`src/rtl/intr_host_seq_if.sv`:
```
// rtl/intr_host_seq_if.sv - pin bundle between host sequencer and interrupt controller
interface intr_host_seq_if;
    logic       intr_out;
    logic       intr_in;
    logic       bus_oe;
    logic [7:0] bus_in;
    logic [7:0] bus_out;

    // Host side: drives the ack line and its half of the shared bus
    modport master (
        input  intr_out,
        input  bus_oe,
        input  bus_in,
        output intr_in,
        output bus_out
    );

    // Controller side
    modport slave (
        output intr_out,
        output bus_oe,
        output bus_in,
        input  intr_in,
        input  bus_out
    );
endinterface

```
`src/rtl/intr_host_seq.sv`:
```
// rtl/intr_host_seq.sv - hardware handshake sequencer servicing the interrupt controller
module intr_host_seq #(
    parameter int ACK_DLY  = 6,
    parameter int ADDR_DLY = 6,
    parameter int GAP_DLY  = 10,
    parameter int VEC_TMO  = 15
) (
    input  logic                   clk_in,
    input  logic                   rst_in,
    input  logic                   cfg_start,
    input  logic                   cfg_mode,
    input  logic [23:0]            cfg_prio,
    intr_host_seq_if.master        ic,
    output logic [7:0]             clr_rq,
    output logic                   svc_valid,
    output logic [2:0]             svc_id,
    input  logic                   svc_done,
    output logic                   busy,
    output logic                   err
);

    typedef enum logic [3:0] {
        S_IDLE,
        S_CFG,
        S_WAIT_INT,
        S_ACK_DLY,
        S_ACK1,
        S_VEC,
        S_ADDR_DLY,
        S_ACK2,
        S_SVC,
        S_EOI,
        S_GAP
    } state_t;

    localparam logic [7:0] ACK_LD  = 8'(ACK_DLY);
    localparam logic [7:0] ADDR_LD = 8'(ADDR_DLY);
    localparam logic [7:0] GAP_LD  = 8'(GAP_DLY);
    localparam logic [7:0] TMO_LD  = 8'(VEC_TMO);

    state_t      state;
    logic [7:0]  cnt;
    logic        mode_r;
    logic [23:0] prio_sh;
    logic [4:0]  vec_prefix;
    logic [4:0]  eoi_prefix;

    // Vector prefix and EOI command differ between polling and priority modes
    always_comb begin
        vec_prefix = mode_r ? 5'b10011 : 5'b01011;
        eoi_prefix = mode_r ? 5'b01100 : 5'b10100;
    end

    // busy is a pure decode of the state register
    always_comb begin
        busy = (state != S_IDLE);
    end

    // Main sequencer: all outputs registered; counters run from load value down to 1
    always_ff @(posedge clk_in or negedge rst_in) begin
        if (!rst_in) begin
            state      <= S_IDLE;
            cnt        <= 8'd0;
            mode_r     <= 1'b0;
            prio_sh    <= 24'd0;
            ic.intr_in <= 1'b1;
            ic.bus_out <= 8'h00;
            clr_rq     <= 8'h00;
            svc_valid  <= 1'b0;
            svc_id     <= 3'd0;
            err        <= 1'b0;
        end else begin
            err    <= 1'b0;
            clr_rq <= 8'h00;
            case (state)
                S_IDLE: begin
                    if (cfg_start) begin
                        mode_r <= cfg_mode;
                        state  <= S_CFG;
                        if (cfg_mode) begin
                            // First priority word goes out now; cnt holds the words still to send
                            ic.bus_out <= {cfg_prio[23:18], 2'b10};
                            prio_sh    <= {cfg_prio[17:0], 6'b0};
                            cnt        <= 8'd3;
                        end else begin
                            ic.bus_out <= 8'h01;
                            prio_sh    <= cfg_prio;
                            cnt        <= 8'd0;
                        end
                    end
                end
                S_CFG: begin
                    if (cnt == 8'd0) begin
                        ic.bus_out <= 8'h00;
                        state      <= S_WAIT_INT;
                    end else begin
                        ic.bus_out <= {prio_sh[23:18], 2'b10};
                        prio_sh    <= {prio_sh[17:0], 6'b0};
                        cnt        <= cnt - 8'd1;
                    end
                end
                S_WAIT_INT: begin
                    if (ic.intr_out) begin
                        cnt   <= ACK_LD;
                        state <= S_ACK_DLY;
                    end
                end
                S_ACK_DLY: begin
                    // Hold off the first ack while the controller still owns the bus
                    if (cnt == 8'd1) begin
                        if (!ic.bus_oe) begin
                            ic.intr_in <= 1'b0;
                            state      <= S_ACK1;
                        end
                    end else begin
                        cnt <= cnt - 8'd1;
                    end
                end
                S_ACK1: begin
                    ic.intr_in <= 1'b1;
                    cnt        <= TMO_LD;
                    state      <= S_VEC;
                end
                S_VEC: begin
                    if (ic.bus_oe) begin
                        if (ic.bus_in[7:3] == vec_prefix) begin
                            svc_id <= ic.bus_in[2:0];
                            cnt    <= ADDR_LD;
                            state  <= S_ADDR_DLY;
                        end else begin
                            // Controller is not in the mode we programmed: reconfigure from scratch
                            err   <= 1'b1;
                            state <= S_IDLE;
                        end
                    end else if (cnt == 8'd1) begin
                        err   <= 1'b1;
                        state <= S_WAIT_INT;
                    end else begin
                        cnt <= cnt - 8'd1;
                    end
                end
                S_ADDR_DLY: begin
                    if (cnt == 8'd1) begin
                        ic.intr_in <= 1'b0;
                        state      <= S_ACK2;
                    end else begin
                        cnt <= cnt - 8'd1;
                    end
                end
                S_ACK2: begin
                    ic.intr_in <= 1'b1;
                    svc_valid  <= 1'b1;
                    clr_rq     <= 8'd1 << svc_id;
                    state      <= S_SVC;
                end
                S_SVC: begin
                    if (svc_done) begin
                        svc_valid  <= 1'b0;
                        ic.bus_out <= {eoi_prefix, svc_id};
                        ic.intr_in <= 1'b0;
                        state      <= S_EOI;
                    end
                end
                S_EOI: begin
                    ic.bus_out <= 8'h00;
                    ic.intr_in <= 1'b1;
                    cnt        <= GAP_LD;
                    state      <= S_GAP;
                end
                S_GAP: begin
                    if (cnt == 8'd1) begin
                        state <= S_WAIT_INT;
                    end else begin
                        cnt <= cnt - 8'd1;
                    end
                end
                default: begin
                    state <= S_IDLE;
                end
            endcase
        end
    end

endmodule

```
`src/flat_wrapper.sv`:
```
// flat-port wrapper written by rule: the top's interface ports become plain ports
module intr_host_seq_flat 
#(
    parameter int ACK_DLY  = 6,
    parameter int ADDR_DLY = 6,
    parameter int GAP_DLY  = 10,
    parameter int VEC_TMO  = 15
)
  (clk_in, rst_in, cfg_start, cfg_mode, cfg_prio, clr_rq, svc_valid, svc_id, svc_done, busy, err, ic_intr_out, ic_bus_oe, ic_bus_in, ic_intr_in, ic_bus_out);
  intr_host_seq_if ic_i ();
  input  logic clk_in;
  input  logic rst_in;
  input  logic cfg_start;
  input  logic cfg_mode;
  input  logic [23:0] cfg_prio;
  output logic [7:0] clr_rq;
  output logic svc_valid;
  output logic [2:0] svc_id;
  input  logic svc_done;
  output logic busy;
  output logic err;
  input wire logic [$bits(ic_i.intr_out)-1:0] ic_intr_out;
  input wire logic [$bits(ic_i.bus_oe)-1:0] ic_bus_oe;
  input wire logic [$bits(ic_i.bus_in)-1:0] ic_bus_in;
  output wire logic [$bits(ic_i.intr_in)-1:0] ic_intr_in;
  output wire logic [$bits(ic_i.bus_out)-1:0] ic_bus_out;
  assign ic_i.intr_out = ic_intr_out;
  assign ic_i.bus_oe = ic_bus_oe;
  assign ic_i.bus_in = ic_bus_in;
  assign ic_intr_in = ic_i.intr_in;
  assign ic_bus_out = ic_i.bus_out;
  intr_host_seq #(.ACK_DLY(ACK_DLY), .ADDR_DLY(ADDR_DLY), .GAP_DLY(GAP_DLY), .VEC_TMO(VEC_TMO)) u_core (.clk_in(clk_in), .rst_in(rst_in), .cfg_start(cfg_start), .cfg_mode(cfg_mode), .cfg_prio(cfg_prio), .ic(ic_i), .clr_rq(clr_rq), .svc_valid(svc_valid), .svc_id(svc_id), .svc_done(svc_done), .busy(busy), .err(err));
endmodule
```
`config.mk`:
```
export PLATFORM = sky130hd
export DESIGN_NAME = intr_host_seq_flat
export DESIGN_NICKNAME = d
export VERILOG_FILES = /design/src/rtl/intr_host_seq_if.sv /design/src/rtl/intr_host_seq.sv /design/src/flat_wrapper.sv
export SDC_FILE = /design/constraint.sdc
export NUM_CORES = 1
export LEC_CHECK = 0
export CORE_UTILIZATION = 59
export CTS_BUF_LIST = sky130_fd_sc_hd__clkbuf_4
export DETAILED_ROUTE_END_ITERATION = 8
export HOLD_SLACK_MARGIN = 0.05
export PLACE_DENSITY = 0.95
export SYNTH_ARGS = -nofsm -noshare
export SYNTH_HDL_FRONTEND = slang
export SYNTH_SLANG_ARGS = --single-unit
```
`constraint.sdc`:
```
create_clock -name clk_in -period 3.5 [get_ports clk_in]
set_input_delay 0.525 -clock clk_in [delete_from_list [all_inputs] [get_ports clk_in]]
set_output_delay 0.525 -clock clk_in [all_outputs]
set_load 0.01 [all_outputs]
```
==> results of run 1 <==
## worst min path at each step
stage | start | end | slack [ns]
after floorplan | rst_in | u_core.clr_rq[0] | 0.23
after global placement | u_core.prio_sh[6] | u_core.prio_sh[6] | 0.46
after detailed placement | u_core.prio_sh[6] | u_core.prio_sh[6] | 0.47
after CTS | rst_in | u_core.state[0] | 0.1
after global routing | rst_in | u_core.clr_rq[4] | 0.13
final | rst_in | u_core.state[0] | 0.09
## sequential cells by signal, summed over array words and instances (netlist names)
register and flops:
u_core.prio_sh 24, u_core.clr_rq 8, u_core.err 1, u_core.mode_r 1
u_core.ic.bus_out 8, u_core.ic.intr_in 1, u_core.cnt 8, u_core.svc_valid 1
u_core.state 4, u_core.svc_id 3
## area by class of cell
| type | count | area (µm²) |
|---|---|---|
| clock inverters | 6 | 81.33 |
| flip-flops and latches | 59 | 1478 |
| multi-input cells | 293 | 1876 |
| well taps | 72 | 90.09 |
| clock buffers | 9 | 67.56 |
| fillers | 411 | 1350 |
| repair buffers | 71 | 680.7 |
| inverters | 5 | 18.77 |
## stage by stage
stage                     power (mW)  instance area [µm²]  setup WS [ns]
final                          3.884                 4292         0.7450
after global routing           4.188                 4292         0.6851
after CTS                      3.866                 4292         0.7649
after detailed placement       3.314                 4143         0.8009
after global placement         3.215                 4143         0.8552
after floorplan                2.825                 3518          1.394
## worst max-delay path: cells and delay by family, from the launching register on
kind                   cells  cell delay, ns
DFF                        1            0.68
buffers and inverters      1            0.52
and+or+nand+nor            1            0.63
## cell usage in the layout, fill, tap and decap left out, types with 3 or more instances in the layout
cell,instances
a211oi_1,4
mux2i_1,19
nor2b_1,6
xor2_1,3
a221oi_1,3
inv_1,5
nor3_1,6
clkdlybuf4s50_1,60
clkbuf_4,9
and2_1,5
mux2_2,4
a32o_1,6
a22oi_1,5
nand2b_1,4
o21ai_1,14
or3_1,3
buf_4,10
o21ai_0,29
or4_1,3
nand3_1,5
nand2_1,50
a21oi_1,26
o211ai_1,4
dfrtp_1,58
nor2_1,40
a211o_1,6
nand3b_1,3
## per-layer routing
layer	GRT usage, %	up-vias	share of wire [%]
li1	-	1522	-
met1	40.27	1465	42
met2	49.14	127	49
met3	4.138	19	6.3
met4	12.18	0	2.1
met5	0	-	0
## cell families (layout without fill, tap and decap cells)
logic type                 after synthesis  count (layout)  synth area share, %
buffers and inverters                   34              91                4.943
xor gates and xnor gates                 4               4               0.9959
DFF                                     59              59                42.00
adders and majority gates                2               2               0.7111
and+or+nand+nor                        142             142                20.16
AOI/OAI and AO/OA                      120             120                23.65
muxes                                   25              25                7.539
## where the power goes
part	internal, mW	switching (mW)
combinational	0.942	1.25
clock	0.281	0.248
sequential	0.937	0.222
==> metrics.md, run 1 <==
| Metric | Value |
|---|---|
| First-iteration detailed-routing DRC count | 414 |
| F_max | 0.3630 GHz |
| R2R setup slack | 0.97 ns |
| Inst Count DP | 500 |
| Largest area contributor in the netlist | dfrtp_1 |
| IO Pins | 62 |
| # port buffers | 61 |
| Final ANT Viol Nets | 0 |
| Hold-fix buffers, CTS | 0 |
| Hold WS | 0.09365 ns |
| FP Rows | 27 |
| Area Overhead vs Synth | 21.98% |
| Global-route wire length before repair | 14540 µm |
| Fin crit share | 78.71% |
| Final Setup Violations | 0 |
| Synth async-reset ratio | 100.0% |
| Top cells by count, synth | dfrtp_1, nand2_1, nor2_1 |
| Tmin final | 2.755 ns |
| Post-synth top flop | dfrtp_1 |
| Reg clk slew, reported paths | 0.10 ns |
| Syn Inst Count | 386 |
| Via count | 3133 |
| Routed len/inst | 16.53 µm |
| Synthesized area | 0.003518 mm² |
| R2R depth | 5 |
| Slew HR | 47.00% |
| Syn avg cell area | 9.115 µm² |
| Final Util | 76.07% |
| CP Class | reg2out |
| Die height | 79.22 µm |
| RSZ-0062 raised after global routing | false |
| Vias/cell | 6.083 |
| Placeable Area | 0.005642 mm² |
| Clk_lat worst skew | 0.40 ns |
| First-pass DRT Iterations | 5 |
| Clk buf depth | 2 |
| Residual DRC | 0 |
| Initial core utilization | 62.36% |
| ANT cells | 0 |
| Top-count cell post-synth | dfrtp_1 |
| Worst VDD drop | 754.6 µV |
| Min-delay worst type | in2async |
| LEAKAGE | 1.861 nW |
| CP cell instances | or4_1, clkdlybuf4s50_1 |
| Setup Skew | 0.01346 ns |
| Power Dens Cells | 904.9 mW/mm² |
| WP data required | 2.97 ns |
| Slew Viols, Final | 0 |
| WP data arrival | 2.23 ns |
| Status | finished clean |
| Grt total ovfl | 0 |
| Final GP Congestion | 0.8805 |
| Vias in the first global route | 3012 |
| Crit. End Element | output pin |
| Max-cap violations | 0 |
| Final Hold Fails | 0 |
| Worst Tran Pin Value | 0.7950 ns |
| H-tree depth | 3 |
| HPWL Detailed | 6072 µm |
| Critical path's largest stage delay | 0.68 ns |
| Synth Warn # | 0 |
| Num Clock Sinks | 59 |
| Share of cells above drive strength 1 | 9.707% |
| Number of flops mapped to enable cells by yosys | 0 |
| Crit Reg-Reg Startpoint | u_core.state[3] |
| Layout Cells excl Fill | 515 |
| CTS tree | built |
| #FFs+latches synth | 59 |
| Cell variety after synth | 62 |
| Largest net degree at the start of global routing | 49 |
| Post-CTS sizing | 0 |
| Total setup buffers inserted after CTS | 0 |
| Tot GR Track Use | 30.08% |
| Crit-path slowest cell | dfrtp_1 |
| Die area | 0.006276 mm² |
| Clock buffer count from CTS | 9 |
| CP startpoint | u_core.state[3] |
| NumNets Final | 480 |
| Reg-to-Reg End | u_core.prio_sh[17] |
| Worst setup path end | busy |
| Mapped Nets | 427 |
| Seq/Total Area, Yosys | 42.00% |
| Startpoint types | register |
| Routed wire length | 8512 µm |
| Post-synth top area share | 41.25% |
| Synth area leaders | dfrtp_1, mux2i_1, nand2_1 |
| Root buffer cell | clkbuf_4 |
| Die Width | 79.22 µm |
| Initial antenna violation count | 0 |
| TNS Setup | 0 ns |
| Max Fanout on Critical Path | 21 |
No activity file was read; power rests on OpenSTA's default activity.
==> run 2, diff against run 1 <==
--- a/config.mk
+++ b/config.mk
@@ -5,11 +5,11 @@
 export SDC_FILE = /design/constraint.sdc
 export NUM_CORES = 1
 export LEC_CHECK = 0
-export CORE_UTILIZATION = 59
+export CORE_UTILIZATION = 55
 export CTS_BUF_LIST = sky130_fd_sc_hd__clkbuf_4
 export DETAILED_ROUTE_END_ITERATION = 8
 export HOLD_SLACK_MARGIN = 0.05
-export PLACE_DENSITY = 0.95
+export PLACE_DENSITY = 0.94
 export SYNTH_ARGS = -nofsm -noshare
 export SYNTH_HDL_FRONTEND = slang
 export SYNTH_SLANG_ARGS = --single-unit
==> constraint.sdc (replaced) <==
create_clock -name clk_in -period 2.67 [get_ports clk_in]
set_input_delay 0.4005 -clock clk_in [delete_from_list [all_inputs] [get_ports clk_in]]
set_output_delay 0.4005 -clock clk_in [all_outputs]
set_load 0.01 [all_outputs]
==> metrics.md, run 2 (synthesis gave the netlist of run 1 again) <==
| Metric | Value |
|---|---|
| Layout Cells excl Fill | 521 |
| Root buffer cell | clkbuf_4 |
| # port buffers | 61 |
| Max FFs per register | 24 |
| Setup Skew | 0.01783 ns |
| Hold-fix buffers, CTS | 0 |
| # fillers | 470 |
| Final Setup Violations | 0 |
| Area of the multi-input gates | 0.001876 mm² |
| H-tree depth | 3 |
| CTS tree | built |
| Tmin final | 2.465 ns |
| Placeable Area | 0.006061 mm² |
| Final Hold Fails | 0 |
| Fin crit share | 92.33% |
| Final GP Congestion | 0.9688 |
| Area Overhead vs Synth | 21.73% |
| Clk buf depth | 2 |
| Global-route wire length before repair | 13780 µm |
| Vias in the first global route | 2961 |
| CP Class | reg2out |
| Crit. End Element | output pin |
| Final Cell Area | 0.004283 mm² |
| Residual DRC | 0 |
| Initial antenna violation count | 0 |
| Largest Register | u_core.prio_sh |
| FP Rows | 28 |
| Vias/cell | 6.102 |
| ANT cells | 0 |
| HPWL Detailed | 6197 µm |
| Share of cells above drive strength 1 | 10.54% |
| Max-cap violations | 0 |
| Most common cell after layout, fill and taps aside | clkdlybuf4s50_1 |
| Routed wire length | 8550 µm |
| Final Util | 70.66% |
| Slew HR | 50.28% |
| RSZ-0062 raised after global routing | false |
| R2R setup slack | 0.33 ns |
| Slew Viols, Final | 0 |
| F_max | 0.4056 GHz |
| TNS Setup | 0 ns |
| WP data arrival | 2.06 ns |
| Num Clock Sinks | 59 |
| Startpoint types | register |
| WP data required | 2.27 ns |
| First-pass DRT Iterations | 5 |
| Worst Tran Pin Value | 0.7459 ns |
| Post-CTS sizing | 0 |
| Status | finished clean |
| Inst Count DP | 506 |
| Grt total ovfl | 0 |
| Tot GR Track Use | 27.57% |
| Die area | 0.006721 mm² |
| Total setup buffers inserted after CTS | 0 |
| Min-delay worst type | in2async |
| Via count | 3179 |
| Die height | 81.98 µm |
| IO Pins | 62 |
| DP Area | 0.004182 mm² |
| Final ANT Viol Nets | 0 |
| NumNets Final | 483 |
| First-iteration detailed-routing DRC count | 269 |
| Die Width | 81.98 µm |
| Power Dens Cells | 1162 mW/mm² |
| Final WS setup | 0.2048 ns |
| Reg clk slew, reported paths | 0.11 ns |
| Worst VDD drop | 727.1 µV |
| Place WS | 0.03418 ns |
| Most frequent cells in the layout | clkdlybuf4s50_1, dfrtp_1, nand2_1, nor2_1, o21ai_0 |
| Clock buffer count from CTS | 9 |
| LEAKAGE | 1.855 nW |
| Storage cell area | 0.001478 mm² |
| Max Fanout on Critical Path | 9 |
| Routed len/inst | 16.41 µm |
| Initial core utilization | 58.05% |
| Largest net degree at the start of global routing | 49 |
| Clk_lat worst skew | 0.42 ns |
[run 2: changes by cell type in the layout (fill, tap and decap cells not counted), moves of 2 or more]
cell        before  now
buf_4           10   12
bufinv_16        2    0
clkinv_2         1    3
clkinvlp_4       0    2
[run 2: routing by layer]
layer	GRT usage, %	vias to the layer above	part of all wire (%)
met1	34.20	1494	42
li1	-	1521	-
met5	0	-	0
met2	45.04	141	49
met3	4.889	23	5.9
met4	15.61	0	2.7
[run 2: worst paths after layout]
check,startpoint,endpoint,cells after the start
max in group asynchronous,rst_in,u_core.ic.intr_in,2
worst max-delay path,u_core.state[2],busy,2
worst max register to register,u_core.state[3],u_core.state[0],6
worst min-delay path,rst_in,u_core.prio_sh[0],1
worst min register to register,u_core.prio_sh[6],u_core.prio_sh[6],2
min in group clk_in,u_core.prio_sh[6],u_core.prio_sh[6],2
[run 2: area by class of cell]
| type | count | share of cell area, % |
|---|---|---|
| clock buffer | 9 | 1.578 |
| tap | 75 | 2.191 |
| clock inverter | 6 | 0.7888 |
| multi-input combinational | 293 | 43.79 |
| inverter | 5 | 0.4382 |
| sequential | 59 | 34.50 |
| timing repair buffer | 74 | 16.71 |
[run 2: per-stage QoR]
step	power (mW)	hold slack (ns)
2_1_floorplan	3.703	0.1049
3_3_place_gp	4.298	0.4620
3_5_place_dp	4.431	0.4703
4_1_cts	4.952	0.05974
5_1_grt	5.375	0.08631
6_report	4.976	0.04300
[run 2: worst max-delay path, cell delays in order (launching register included)]
cell	delay (ns)
dfrtp_1	0.51
or4_1	0.61
clkdlybuf4s50_1	0.52
[run 2: where the power goes]
group,internal (mW),total (mW),switching (mW),leakage (nW)
logic,1.29,2.95,1.66,1.04
registers,1.23,1.50,0.275,0.764
clock network,0.178,0.520,0.342,0.0550
